## src/rtl/usb_trsac_sched.sv

```systemverilog
`default_nettype none
// ============================================================================
// Module   : usb_trsac_sched
// Purpose  : USB device-side transaction scheduler. Decodes host tokens,
//            chooses the handshake or data PID to return, times the
//            interpacket delay and the receive timeouts, and keeps the
//            endpoint's DATA0/DATA1 toggle.
// Revision : 1.0 - initial release
// ============================================================================
module usb_trsac_sched #(
  parameter int BIT_CLKS        = 4,
  parameter int TX_DELAY_BITS   = 2,
  parameter int RX_TIMEOUT_BITS = 18
) (
  input  logic       clk,
  input  logic       rst,
  input  logic       rx_done,
  input  logic [3:0] rx_pid,
  input  logic       rx_err,
  input  logic       tx_done,
  input  logic       app_ready,
  input  logic       app_stall,
  input  logic       app_out_ack,
  output logic       tx_start,
  output logic [3:0] tx_pid,
  output logic       out_commit,
  output logic       in_commit,
  output logic       trsac_timeout,
  output logic       busy,
  output logic       data_toggle
);

  localparam int C_RX_LIMIT  = RX_TIMEOUT_BITS * BIT_CLKS;
  localparam int C_DLY_LIMIT = TX_DELAY_BITS * BIT_CLKS;
  localparam int C_T_MAX     = (C_RX_LIMIT > C_DLY_LIMIT) ? C_RX_LIMIT : C_DLY_LIMIT;
  localparam int C_TW        = $clog2(C_T_MAX) + 1;

  // Timer value seen in the last cycle of a wait; the edge that samples it
  // is exactly LIMIT cycles after state entry.
  localparam logic [C_TW-1:0] C_RX_LAST  = C_TW'(C_RX_LIMIT - 1);
  localparam logic [C_TW-1:0] C_DLY_LAST = C_TW'(C_DLY_LIMIT - 1);

  localparam logic [3:0] C_PID_OUT   = 4'b0001;
  localparam logic [3:0] C_PID_IN    = 4'b1001;
  localparam logic [3:0] C_PID_SETUP = 4'b1101;
  localparam logic [3:0] C_PID_DATA0 = 4'b0011;
  localparam logic [3:0] C_PID_DATA1 = 4'b1011;
  localparam logic [3:0] C_PID_ACK   = 4'b0010;
  localparam logic [3:0] C_PID_NAK   = 4'b1010;
  localparam logic [3:0] C_PID_STALL = 4'b1110;

  typedef enum logic [2:0] {
    S_IDLE      = 3'd0,
    S_WAIT_DATA = 3'd1,
    S_TX_DLY    = 3'd2,
    S_TX        = 3'd3,
    S_WAIT_HS   = 3'd4
  } state_t;

  state_t            r_state, w_state_n;
  logic [C_TW-1:0]   r_timer;
  logic              r_setup, w_setup_n;
  logic [3:0]        r_tx_pid, w_tx_pid_n;
  logic              r_toggle, w_toggle_n;
  logic              r_tx_start, w_tx_start_n;
  logic              r_out_commit, w_out_commit_n;
  logic              r_in_commit, w_in_commit_n;
  logic              r_timeout, w_timeout_n;

  logic w_rx_is_data;
  logic w_tx_is_data;
  logic w_rx_last;

  assign w_rx_is_data = (rx_pid == C_PID_DATA0) || (rx_pid == C_PID_DATA1);
  assign w_tx_is_data = (r_tx_pid == C_PID_DATA0) || (r_tx_pid == C_PID_DATA1);
  assign w_rx_last    = (r_timer == C_RX_LAST);

  // State register, decision registers and one-cycle output pulses.
  always_ff @(posedge clk) begin
    if (rst) begin
      r_state      <= S_IDLE;
      r_setup      <= 1'b0;
      r_tx_pid     <= 4'b0000;
      r_toggle     <= 1'b0;
      r_tx_start   <= 1'b0;
      r_out_commit <= 1'b0;
      r_in_commit  <= 1'b0;
      r_timeout    <= 1'b0;
    end else begin
      r_state      <= w_state_n;
      r_setup      <= w_setup_n;
      r_tx_pid     <= w_tx_pid_n;
      r_toggle     <= w_toggle_n;
      r_tx_start   <= w_tx_start_n;
      r_out_commit <= w_out_commit_n;
      r_in_commit  <= w_in_commit_n;
      r_timeout    <= w_timeout_n;
    end
  end

  // Wait timer: cleared on every state entry, saturates instead of wrapping.
  always_ff @(posedge clk) begin
    if (rst || (w_state_n != r_state)) begin
      r_timer <= '0;
    end else if (r_timer != {C_TW{1'b1}}) begin
      r_timer <= r_timer + C_TW'(1);
    end
  end

  // Next-state and response selection; rx_err beats rx_done beats timeout.
  always_comb begin
    w_state_n      = r_state;
    w_setup_n      = r_setup;
    w_tx_pid_n     = r_tx_pid;
    w_toggle_n     = r_toggle;
    w_tx_start_n   = 1'b0;
    w_out_commit_n = 1'b0;
    w_in_commit_n  = 1'b0;
    w_timeout_n    = 1'b0;
    case (r_state)
      S_IDLE: begin
        if (!rx_err && rx_done) begin
          if (rx_pid == C_PID_IN) begin
            if (app_stall)      w_tx_pid_n = C_PID_STALL;
            else if (app_ready) w_tx_pid_n = r_toggle ? C_PID_DATA1 : C_PID_DATA0;
            else                w_tx_pid_n = C_PID_NAK;
            w_state_n = S_TX_DLY;
          end else if ((rx_pid == C_PID_OUT) || (rx_pid == C_PID_SETUP)) begin
            w_setup_n = (rx_pid == C_PID_SETUP);
            w_state_n = S_WAIT_DATA;
          end
        end
      end
      S_WAIT_DATA: begin
        if (rx_err) begin
          w_state_n = S_IDLE;
        end else if (rx_done) begin
          if (w_rx_is_data) begin
            w_state_n = S_TX_DLY;
            if (r_setup) begin
              // SETUP data is always accepted and forces the data stage to DATA1.
              w_tx_pid_n     = C_PID_ACK;
              w_out_commit_n = 1'b1;
              w_toggle_n     = 1'b1;
            end else if (app_stall) begin
              w_tx_pid_n = C_PID_STALL;
            end else if (!app_out_ack) begin
              w_tx_pid_n = C_PID_NAK;
            end else begin
              // A toggle mismatch is a retry of data already taken: ACK only.
              w_tx_pid_n = C_PID_ACK;
              if (rx_pid[3] == r_toggle) begin
                w_out_commit_n = 1'b1;
                w_toggle_n     = ~r_toggle;
              end
            end
          end else begin
            w_state_n = S_IDLE;
          end
        end else if (w_rx_last) begin
          w_timeout_n = 1'b1;
          w_state_n   = S_IDLE;
        end
      end
      S_TX_DLY: begin
        if (r_timer == C_DLY_LAST) begin
          w_tx_start_n = 1'b1;
          w_state_n    = S_TX;
        end
      end
      S_TX: begin
        if (tx_done) begin
          w_state_n = w_tx_is_data ? S_WAIT_HS : S_IDLE;
        end
      end
      S_WAIT_HS: begin
        if (rx_err) begin
          w_state_n = S_IDLE;
        end else if (rx_done) begin
          if (rx_pid == C_PID_ACK) begin
            w_in_commit_n = 1'b1;
            w_toggle_n    = ~r_toggle;
          end
          w_state_n = S_IDLE;
        end else if (w_rx_last) begin
          w_timeout_n = 1'b1;
          w_state_n   = S_IDLE;
        end
      end
      default: w_state_n = S_IDLE;
    endcase
  end

  assign tx_start      = r_tx_start;
  assign tx_pid        = r_tx_pid;
  assign out_commit    = r_out_commit;
  assign in_commit     = r_in_commit;
  assign trsac_timeout = r_timeout;
  assign busy          = (r_state != S_IDLE);
  assign data_toggle   = r_toggle;

endmodule
`default_nettype wire
```

## config.mk

```make
export PLATFORM = sky130hd
export DESIGN_NAME = usb_trsac_sched
export DESIGN_NICKNAME = d
export VERILOG_FILES = /design/src/rtl/usb_trsac_sched.sv
export SDC_FILE = /design/constraint.sdc
export NUM_CORES = 1
export LEC_CHECK = 0
export CAP_MARGIN = 20
export CELL_PAD_IN_SITES_DETAIL_PLACEMENT = 1
export CELL_PAD_IN_SITES_GLOBAL_PLACEMENT = 1
export CORE_MARGIN = 2
export CORE_UTILIZATION = 38
export CTS_CLUSTER_DIAMETER = 40
export DETAILED_ROUTE_END_ITERATION = 16
export PLACE_DENSITY_LB_ADDON = 0.3
export SLEW_MARGIN = 20
export SYNTH_ARGS = -nofsm -noshare
export SYNTH_HDL_FRONTEND = slang
export SYNTH_SLANG_ARGS = --single-unit
```

## constraint.sdc

```tcl
create_clock -name clk -period 2.3 [get_ports clk]
set_input_delay 0.46 -clock clk [delete_from_list [all_inputs] [get_ports clk]]
set_output_delay 0.46 -clock clk [all_outputs]
set_load 0.02 [all_outputs]
```

==> results.yml <==
clock_tree:
  clock-sinks: 21
  clock_path_buffers: 2
  insertion_delay_ns: 0.31
  numCtsBuffers: 3
  path_clk_slew_ns: 0.13
  hold_buffers: 0
  htree_levels: 1
  cts_tree: "yes"
  postCtsSetupBuffers: 0
  cts_root_buffer: "clkbuf_4"
setup_path:
  worstSetupPathType: "register to output port"
  worst_ep_arrival_time_ns: 1.74
  reg2reg_slack_ns: 0.25
  cp.required_ns: 1.84
  critPathLaunch: "r_state[0]"
  worstRegToRegCells: 5
  worst-path-max-fanout: 13
  r2r-end: "r_timer[6]"
  endpoint_kind: "output port"
  reg2reg_from: "r_state[0]"
  start_kind: "register"
die:
  die_w_um: 58.65
  num_rows: 19
  core_area_sq_um: 2805
  die_h_um: 58.65
  num_io_pins: 22
  dieArea_sq_um: 3440
  start_util_pct: 40.45
finish:
  nets: 172
  nFillCells: 335
  final_area_sq_um: 1469
  most-common-layout-cells: "dfxtp_1, clkdlybuf4s50_1, nand2_1, nor2_1, buf_4"
  antenna_cells: 0
  utilization_pct: 52.36
  area_growth_syn_to_layout_pct: 29.44
  drive_gt1_share_pct: 14.56
logic_synthesis:
  synth_area_sq_um: 1135
  synth_fa_ha_area_share_pct: 1.103
  avgSynthCellArea_sq_um: 8.866
  ys_warn_count: 0
  synth-simple-area-share_pct: 33.74
  synthCells: 128
  synth_seq_cells: 21
  synth_fp_nets: 141
  yosysUniqueCellTypes: 39
  ys_async_sr_fraction_pct: 0
  synth_mux_area_share_pct: 3.969
  yosysSeqAreaShare_pct: 37.05
  synth_top_family_by_area: "simple AND/OR/NAND/NOR gates"
  ys.flop_type: "dfxtp_1"
  synthXorXnorAreaFrac_pct: 4.631
  synth_compound_area_share_pct: 16.76
  synth-edff-count: 0
global_routing:
  grt_pass1_wl_um: 5382
  grt_pass1_vias: 1206
  antenna_found_initial: 0
  grt_max_degree: 14
  overflow: 0
  grt_usage_pct: 20.17
sta:
  min_period_over_period_pct: 95.78
  min_period_ns: 2.203
  slew_violations: 0
  slew_headroom_pct: 60.64
  setup_tns_ns: 0
  fin_hold_ws_ns: 0.4908
  rsz0062_at_grt: "false"
  finalClockSkew_ns: 0.005858
  fmax_mhz: 453.9
  hold_violations: 0
  setup_ws_ns: 0.09697
  setup_viol: 0
  worst-slew-pin-transition_ns: 0.5830
power_and_ir_drop:
  p_leak_nw: 0.5049
  powerDensity_nw_per_um2: 440.3
  peakVddDrop_mv: 0.3003
route:
  wl_per_cell_um: 17.03
  routed_wl_um: 3219
  drtIter0Drc: 21
  drt_pre_antenna_iters: 12
  viasPerCell: 5.799
  ant_nets: 0
  drc_errors: 2
  num_vias: 1096
placement:
  gp_congestion: 0.8413
  hpwl_um: 2518
  pre_cts_ws_ns: -0.2117
  place_area_sq_um: 1435
  port_buffers: 21
outcome:
  outcome: "finished with violations"
  violations: "DRC"
job:
  timing.max_cap.violations: 0
hold_path:
  min_to: "tx_pid[3]"
  holdCritPathClass: "register to register"
  min_delay_path_depth: 2
  holdCritStartpoint: "tx_pid[3]"
per-layer routing:
metal,part of all wire [%],vias up,GRT usage [%]
met5,0,-,0
met4,1.5,0,6.169
met3,2.8,7,1.978
met2,54,24,41.25
met1,41,527,21.17
li1,-,538,-
logic make-up (layout without fill, tap and decap cells):
logic type	Yosys count	in the layout
fa+ha+maj	1	1
simple gates	64	64
buf+inv	8	38
xor+xnor	6	6
compound gates	24	24
mux	4	4
flops	21	21
synth_stat cells, types with 2 or more instances:
cell type  instances  area share [%]
dfxtp_1           21              37
nand2_1           10             3.3
nor2_1            10             3.3
nor3_1             8             3.5
a21oi_1            7             3.1
nand3_1            6             2.6
nor3b_1            5             3.3
o21ai_0            5             2.2
inv_1              4             1.3
clkbuf_1           3            0.99
mux2i_1            3             2.6
nand2b_1           3             1.7
nor4b_1            3             2.3
nor4bb_1           3             2.6
o211ai_1           3             2.0
xnor2_1            3             2.3
xor2_1             3             2.3
a2111oi_2          2             2.6
a31oi_1            2             1.1
and2_0             2             1.1
and3_1             2             1.1
nand4_1            2             1.1
nor3b_2            2             2.2
report_power, final:
part | internal [mW] | switching (mW)
combinational | 0.0445 | 0.0399
clock | 0.0650 | 0.119
sequential | 0.370 | 0.00735
total | 0.480 | 0.167
sequential cells by signal, summed over array words and instances, names as in the netlist:
| signal | cells |
|---|---|
| data_toggle | 1 |
| in_commit | 1 |
| out_commit | 1 |
| r_setup | 1 |
| r_state | 3 |
| r_timer | 8 |
| trsac_timeout | 1 |
| tx_pid | 4 |
| tx_start | 1 |
how the worst max path moves through the flow:
stage                 end
6_report             busy
5_1_grt              busy
4_1_cts        r_timer[6]
3_5_place_dp   r_timer[6]
3_3_place_gp   r_timer[6]
2_1_floorplan  r_timer[6]
through the flow:
stage,instances,power [mW]
5_1_grt,189,0.6776
2_1_floorplan,128,0.4214
3_5_place_dp,185,0.4698
4_1_cts,189,0.6537
6_report,189,0.6467
3_3_place_gp,185,0.4642
cell type report:
cell class                      count  area, sq um  share of cell area [%]
Inverter                            4        15.01                   1.022
Clock inverter                      1        5.005                  0.3407
Sequential cell                    21        420.4                   28.62
Multi-Input combinational cell     99        689.4                   46.93
Timing Repair Buffer               30        277.8                   18.91
Clock buffer                        3        22.52                   1.533
Tap cell                           31        38.79                   2.641
worst max-delay path, stage by stage, from the launching register on:
cell	delay, ns
dfxtp_1	0.64
or3_1	0.18
clkdlybuf4s50_1	0.61
repair_timing:
action | in CTS | in global routing
hold endpoints to repair | 0 | 0
endpoints found under the setup margin | 0 | 1
resized for setup | 0 | 1
Note: power is estimated with default switching activity, not from simulation.
